--- config.mk ---
export PLATFORM = sky130hd
export DESIGN_NAME = ha_array_reducer
export DESIGN_NICKNAME = d
export VERILOG_FILES = /design/src/rtl/ha_mul_pkg.sv /design/src/rtl/ha_row_value.sv /design/src/rtl/ha_array_reducer.sv
export SDC_FILE = /design/constraint.sdc
export NUM_CORES = 1
export LEC_CHECK = 0
export CAP_MARGIN = 10
export CORE_UTILIZATION = 30
export DETAILED_ROUTE_END_ITERATION = 12
export HOLD_SLACK_MARGIN = 0.12
export SYNTH_ARGS = -nofsm -noshare
export SYNTH_HDL_FRONTEND = slang
export SYNTH_SLANG_ARGS = --single-unit
--- constraint.sdc ---
create_clock -name clk -period 5.8 [get_ports clk]
set_input_delay 0.58 -clock clk [delete_from_list [all_inputs] [get_ports clk]]
set_output_delay 0.58 -clock clk [all_outputs]
set_load 0.03 [all_outputs]
--- src/rtl/ha_mul_pkg.sv ---
// Shared constants, row record and FSM states for the approximate 8x8 multiplier.
// The half-adder front end and the iterative reducer back end both use them.
package ha_mul_pkg;

   localparam int ROWS           = 4;
   localparam int T_W            = 9;
   localparam int B_W            = 7;
   localparam int B_OFFSET       = 2;
   localparam int ROW_SHIFT      = 2;
   localparam int RV_W           = 10;
   localparam int PROD_W_DEFAULT = 16;

   typedef enum logic [1:0] {IDLE, ACC, DONE} state_t;

   // One compressed half-adder row: sum vector plus its carry vector.
   typedef struct packed {
      logic [T_W-1:0] t;
      logic [B_W-1:0] b;
   } ha_row_t;

endpackage

--- src/rtl/ha_row_value.sv ---
// Collapses one half-adder row pair into its unweighted value.
// The carry bits sit B_OFFSET above the sum bits.
module ha_row_value
   import ha_mul_pkg::*;
(
   input  logic [T_W-1:0]  t,
   input  logic [B_W-1:0]  b,
   output logic [RV_W-1:0] rv
);

   // The largest result is 511 + 508 = 1019, so RV_W bits never overflow.
   assign rv = RV_W'(t) + (RV_W'(b) << B_OFFSET);

endmodule

--- src/rtl/ha_array_reducer.sv ---
// Iterative back end of the approximate multiplier.
// It adds one captured row per cycle into acc and presents the product with a valid/ready handshake.
module ha_array_reducer
   import ha_mul_pkg::*;
#(
   parameter int PROD_W = PROD_W_DEFAULT
) (
   input  logic              clk,
   input  logic              rst_n,
   input  logic              in_valid,
   output logic              in_ready,
   input  logic [T_W-1:0]    ha_array_0_t,
   input  logic [T_W-1:0]    ha_array_1_t,
   input  logic [T_W-1:0]    ha_array_2_t,
   input  logic [T_W-1:0]    ha_array_3_t,
   input  logic [B_W-1:0]    ha_array_0_b,
   input  logic [B_W-1:0]    ha_array_1_b,
   input  logic [B_W-1:0]    ha_array_2_b,
   input  logic [B_W-1:0]    ha_array_3_b,
   output logic              out_valid,
   input  logic              out_ready,
   output logic [PROD_W-1:0] product,
   output logic              busy
);

   localparam int CNT_W = $clog2(ROWS);
   localparam int SH_W  = $clog2(ROW_SHIFT*(ROWS-1)+1);

   state_t                       state;
   ha_row_t [ROWS-1:0]           rows_q;
   ha_row_t [ROWS-1:0]           rows_d;
   logic    [CNT_W-1:0]          row_cnt;
   logic    [PROD_W-1:0]         acc;
   logic    [RV_W-1:0]           rv;
   logic    [SH_W-1:0]           shamt;
   logic    [PROD_W+RV_W-1:0]    contrib_w;

   assign rows_d = {ha_array_3_t, ha_array_3_b, ha_array_2_t, ha_array_2_b,
                    ha_array_1_t, ha_array_1_b, ha_array_0_t, ha_array_0_b};

   // A single row evaluator is time-shared across the rows through the row_cnt mux.
   ha_row_value u_row_value (
      .t  (rows_q[row_cnt].t),
      .b  (rows_q[row_cnt].b),
      .rv (rv)
   );

   assign shamt     = SH_W'(row_cnt) * SH_W'(ROW_SHIFT);
   assign contrib_w = {PROD_W'(0), rv} << shamt;

   // A consumer draining DONE frees the input side in the same cycle.
   assign in_ready = (state == IDLE) | ((state == DONE) & out_ready);
   assign product  = acc;

   always_ff @(posedge clk) begin
      if (!rst_n) begin
         state     <= IDLE;
         rows_q    <= '0;
         row_cnt   <= '0;
         acc       <= '0;
         out_valid <= 1'b0;
         busy      <= 1'b0;
      end else begin
         case (state)
            IDLE: begin
               if (in_valid) begin
                  rows_q  <= rows_d;
                  acc     <= '0;
                  row_cnt <= '0;
                  busy    <= 1'b1;
                  state   <= ACC;
               end
            end
            ACC: begin
               acc <= acc + contrib_w[PROD_W-1:0];
               if (row_cnt == CNT_W'(ROWS-1)) begin
                  row_cnt   <= '0;
                  busy      <= 1'b0;
                  out_valid <= 1'b1;
                  state     <= DONE;
               end else begin
                  row_cnt <= row_cnt + CNT_W'(1);
               end
            end
            DONE: begin
               if (out_ready) begin
                  out_valid <= 1'b0;
                  if (in_valid) begin
                     rows_q  <= rows_d;
                     acc     <= '0;
                     row_cnt <= '0;
                     busy    <= 1'b1;
                     state   <= ACC;
                  end else begin
                     state <= IDLE;
                  end
               end
            end
            default: state <= IDLE;
         endcase
      end
   end

endmodule

# ---- Yosys cells after proc, flatten, opt, wreduce, memory -nomap -nowiden
# Cells that the tools add are included.
dict set report op_classes {
  n_addsub 3
  magnitude_cmp 1
  eq_ne 6
  shift 1
  n_mux 24
  bitwise_logic 2
  reduce_logical 9
}
# cell count
set ops {}
lappend ops {{$mux W64} 2}
lappend ops {{$pmux W64 S2} 1}
lappend ops {{$mux W16} 3}
lappend ops {{$pmux W16 S3} 1}
lappend ops {{$bmux W16 S2} 1}
lappend ops {{$add A16 B16 Y16} 1}
lappend ops {{$shl A10 B3 Y16} 1}
lappend ops {{$mux W2} 6}
lappend ops {{$pmux W2 S3} 2}
lappend ops {{$add A9 B9 Y10} 1}
lappend ops {{$reduce_and A3 Y1} 3}
lappend ops {{$mux W1} 6}
lappend ops {{$ne A2 B2 Y1 const B} 3}
lappend ops {{$eq A2 B2 Y1 const B} 2}
lappend ops {{$reduce_and A2 Y1} 2}
lappend ops {{$reduce_bool A2 Y1} 2}
lappend ops {{$lt A2 B3 Y1 const B} 1}
lappend ops {{$pmux W1 S3} 1}
lappend ops {{$reduce_bool A3 Y1} 1}
lappend ops {{$add A2 B1 Y2 const B} 1}
lappend ops {{$eq A2 B1 Y1 const B} 1}
lappend ops {{$logic_not A2 Y1} 1}
lappend ops {{$pmux W1 S2} 1}
lappend ops {{$and A1 B1 Y1} 1}
lappend ops {{$or A1 B1 Y1} 1}
dict set report word_totals {
  register_bits 86
  input_bits 68
  out_inout_bits 19
  wordCells 59
}

# ---- Depth between registers and ports, before layout
dict set report depth {
  ltp_word 6
  ltp_mapped 19
  ltp_nobuf 17
}

# ---- Hierarchy
# A second synthesis with hierarchy kept.
dict set report hier_totals {
  cells_unflattened 561
  hier_area_um2 4758.3
}
# mod instances cells_each area_each_um2 seq_area_each_um2
set modules_own_cells {}
lappend modules_own_cells {ha_array_reducer 1 522 4456.8 1721.7}
lappend modules_own_cells {ha_row_value 1 39 301.5 0.0}

# ---- Least setup slack after synthesis
# OpenSTA, ideal clock, no wires.
dict set report synth_path {
  path_type {reg2reg}
  startpoint {register row_cnt[1]}
  endpoint {register acc[15] (netlist: product[15])}
  setup_time_ps 117
  t_arrival_ps 4170
  required_ps 5683
  setup_slack_ps 1513
  path_stages_with_launch 20
  path_buffers 2
  synth_period_minus_slack_ps 4287
  cell_sequence {dfxtp_1 buf_2 buf_1 mux4_2 ha_1 fa_1 a21o_1 a21oi_1 o21bai_1 a21oi_1 xor2_1 o21ai_0 ha_1 nand2_2 a211oi_2 a21oi_2 a32o_2 xor2_1 o21bai_1 a22o_1}
}
dict set report synth_via {
  elab_chain_cells 6
}
# item line
set synth_rtl {}
lappend synth_rtl {{start, declared} ha_array_reducer.sv:32} ;# logic [CNT_W-1:0] row_cnt;
lappend synth_rtl {{start signal, assigned} ha_array_reducer.sv:82} ;# row_cnt <= row_cnt + CNT_W'(1);
lappend synth_rtl {{$bmux W16 S2} {ha_array_reducer.sv:43, ha_array_reducer.sv:44}}
lappend synth_rtl {{$mux W16 (not written as such)} ha_array_reducer.sv:44} ;# .b (rows_q[row_cnt].b),
lappend synth_rtl {{$add A9 B9 Y10} ha_row_value.sv:12} ;# assign rv = RV_W'(t) + (RV_W'(b) << B_OFFSET);
lappend synth_rtl {{$shl A10 B3 Y16 (*)} ha_array_reducer.sv:49} ;# assign contrib_w = {PROD_W'(0), rv} << shamt;
lappend synth_rtl {{$add A16 B16 Y16 (*)} ha_array_reducer.sv:75} ;# acc <= acc + contrib_w[PROD_W-1:0];
lappend synth_rtl {{$pmux W16 S3 (*)} ha_array_reducer.sv:64} ;# case (state)
lappend synth_rtl {{end signal, assigned} ha_array_reducer.sv:75}
lappend synth_rtl {{end, declared} ha_array_reducer.sv:33} ;# logic [PROD_W-1:0] acc;
# Mark *: on every way between the ends. The rest lies on a longest branch, timed or not. The select of a mux whose other input is x is not followed.
# A chain may end at the register's enable or synchronous reset.

# ---- Worst setup path in the final report
dict set report layout_path {
  startpoint {register row_cnt[0]}
  endpoint {register acc[15] (netlist: product[15])}
}
# The elaborated chain is that of the path after synthesis.

==> impl_metrics.yaml <==
run_status:
  outcome: "completed"
cells_and_area:
  final_common_cell: "nand2_1"
  stdcell_area_um2: 5977
  areaGrowthSynthToFinish_pct: 27.86
  drive_gt1_frac: 0.08091
  final_nets: 707
  layout_common_cells: "152 x nand2_1, 85 x dfxtp_1, 85 x clkdlybuf4s50_1, 67 x a21boi_0"
  antenna_cells: 0
power:
  pwr-share-comb: 0.185
  seqPwrFrac: 0.418
  pwr-share-clk: 0.397
  ir_worst_vdd_mv: 0.1450
  internal_power_mw: 1.142
  totalPowerFinal_mw: 1.557
  p_per_area_nw_per_um2: 260.5
  swShare: 0.2663
  leakage_nw: 2.242
  power_switching_uw: 414.6
yosys:
  synthDominantCellAreaShare: 0.3683
  synth_flop_cell: "dfxtp_1"
  synthArstFlopShare: 0
  synth_warnings: 0
  synth_largest_area_cell: "dfxtp_1"
  synth_top_family_by_area: "compound AO/OA/AOI/OAI gates"
  synth-edff-count: 0
  synthSimpleGateAreaFrac: 0.1791
  ys_seq_area_frac: 0.3683
  syn-cell-area_um2: 4674
  avgSynthCellArea_um2: 8.577
  synthAdderAreaFrac: 0.07013
  synthTopCellsByArea: "dfxtp_1 37%, nand2_1 12%, a21boi_0 11%"
  synth_cell_types: 48
  syn_inst: 545
  synth.ff_latch_count: 86
  synth_nets: 638
  synth_compound_area_frac: 0.2372
  synthMuxAreaShare: 0.07388
  synthXorXnorAreaFrac: 0.03560
timing:
  setup_viol: 0
  hold_viol: 0
  setup_tns_ns: 0
  finalCritPeriodShare: 0.7977
  setup_slack_ns: 1.174
  fmax_mhz: 216.1
  finalMaxSlewViolations: 0
  clock_skew_ns: 0.01024
  tightest_slew_ns: 1.140
  slew_headroom: 0.2376
  fin_crit_ns: 4.626
  rsz0062_at_grt: "no"
route:
  viasPerCell: 4.885
  ant_nets: 0
  drt_first_pass_iters: 4
  drc_errors: 0
  routed_wl_mm: 11.59
  drt_iter0_drc: 200
  wl_per_cell_um: 14.38
  via_count: 3937
hold_path:
  min_to: "rows_q[30]"
  hp-class: "reg -> reg"
  whs_path_depth: 2
  min_from: "rows_q[30]"
worst_setup_path:
  crit_chain: "buf_4, mux4_2, ha_1, a21oi_1, nor2_1, a31oi_1, nand2b_1, xnor2_1, mux2i_1, o21a_1, ha_1, nand2_1, a211oi_2, a21oi_2, a32o_2, xor2_1, o21bai_1, a22o_1"
  worstSetupPathType: "reg -> reg"
  slowest_stage: "mux4_2"
  reg2reg_to: "product[15]"
  crit_required_ns: 6.04
  reg2reg_depth: 18
  r2r_slack_ns: 1.17
  startpoint_type: "flip-flop"
  slowest_delay_ns: 0.55
  cpMostUsedCell: "ha_1"
  endpoint_kind: "flip-flop"
  worstPathArrival_ns: 4.86
  reg2reg_from: "row_cnt[0]"
  worstPathMaxFanout: 28
place:
  place.port_buffers: 86
  dp_hpwl_mm: 8.652
  gp_congestion: 0.8749
  post-place-ws_ns: 1.229
  placed_cell_area_um2: 5659
grt:
  grt_pass1_vias: 3900
  grt_max_degree: 81
  grt_overflow: 0
  antenna_found_initial: 0
  track_usage: 0.1513
  grt_pass1_wl_mm: 19.28
clock_network:
  numCtsBuffers: 9
  postCtsSetupBuffers: 0
  h-tree-depth: 3
  post_cts_resized: 0
  clk_pin_slew_ns: 0.06
  cts_sinks: 86
  cts-root-buf: "clkbuf_16"
  cts_hold_buf: 0
  insertion_delay_ns: 0.34
  clockBufferDepth: 2
  cts_tree: "yes"
floorplanning:
  core_area_um2: 15200
  die_y_um: 126.8
  die_w_um: 126.8
  initial_core_util: 0.3075
  rows: 45
  io_pins: 87
  dieArea_um2: 16080
run:
  cap_violations: 0
-- critical path: cells and delay by family, from the launching register on --
kind	cells	cell delay [ns]
AO/OA/AOI/OAI	8	1.48
adder cells (fa/ha/maj)	2	0.74
multiplexers	2	0.69
flip-flops	1	0.53
buffers and inverters	1	0.39
XOR/XNOR	2	0.39
AND/OR/NAND/NOR	3	0.31
-- cells in the mapped netlist, types with 2 or more instances --
master / instances
a21oi_2: 3
nor2b_1: 16
ha_1: 23
clkbuf_1: 14
buf_1: 6
xor2_1: 8
a31oi_1: 2
buf_2: 11
a21o_1: 6
o21ai_0: 22
nor3_1: 2
mux2i_1: 3
mux4_2: 14
a21boi_0: 67
fa_1: 2
nand2_1: 153
and2_1: 2
o21a_1: 7
inv_1: 5
nand2b_1: 5
nor3b_1: 2
a211o_1: 2
a21oi_1: 23
o211ai_1: 3
nor2_1: 16
dfxtp_1: 86
a211oi_2: 2
o21bai_1: 3
a22oi_1: 8
xnor2_1: 11
-- layer usage --
metal  GRT usage  vias up  wire length, um
met3     0.03290        7              406
met1      0.1928     1832             5324
met2      0.2566       87             5754
met4     0.04272        0              106
met5           0        -                0
li1            -     2011                -
-- power by group through the flow --
| stage | clock network (mW) | registers, mW | logic (mW) |
|---|---|---|---|
| after global routing | 0.660 | 0.654 | 0.321 |
| after detailed placement | 0 | 0.664 | 0.290 |
| after global placement | 0 | 0.664 | 0.283 |
| final | 0.618 | 0.650 | 0.289 |
| after CTS | 0.634 | 0.651 | 0.291 |
| after floorplan | 0 | 0.660 | 0.187 |
-- through the flow --
step	cells	util	hold slack, ns
3_5_place_dp	791	0.3723	0.4576
4_1_cts	806	0.3932	0.4667
3_3_place_gp	791	0.3723	0.4512
5_1_grt	806	0.3932	0.4814
2_1_floorplan	545	-	0.4386
6_report	806	0.3932	0.4626
-- final cells by class --
class,count,area (um2)
Timing Repair Buffer,91,893.4
Inverter,5,18.77
Multi-Input combinational cell,421,2789
Clock buffer,9,225.2
Sequential cell,86,1723
Tap cell,188,235.2
Fill cell,1568,9225
Clock inverter,6,92.59
-- cell families (layout without fill, tap and decap cells) --
family                   after synthesis  in the layout
AND/OR/NAND/NOR                      201            201
AO/OA/AOI/OAI                        159            159
flip-flops                            86             86
buffers and inverters                 38            111
adder cells (fa/ha/maj)               25             25
XOR/XNOR                              19             19
multiplexers                          17             17
-- how the worst max path moves through the flow --
| stage | from | to | slack, ns | depth (start not counted) |
|---|---|---|---|---|
| after floorplan | row_cnt[1] | product[15] | 1.51 | 19 |
| after global placement | row_cnt[0] | product[15] | 1.37 | 18 |
| after detailed placement | row_cnt[0] | product[15] | 1.23 | 18 |
| after CTS | row_cnt[0] | product[15] | 1.19 | 18 |
| after global routing | row_cnt[0] | product[15] | 0.80 | 18 |
| final | row_cnt[0] | product[15] | 1.17 | 18 |
-- state kept, by name, indices dropped and copies added (netlist names) --
name and flops:
product 16, row_cnt 2, rows_q 64, out_valid 1, busy 1, state 2
No activity file was read; power rests on OpenSTA's default activity.
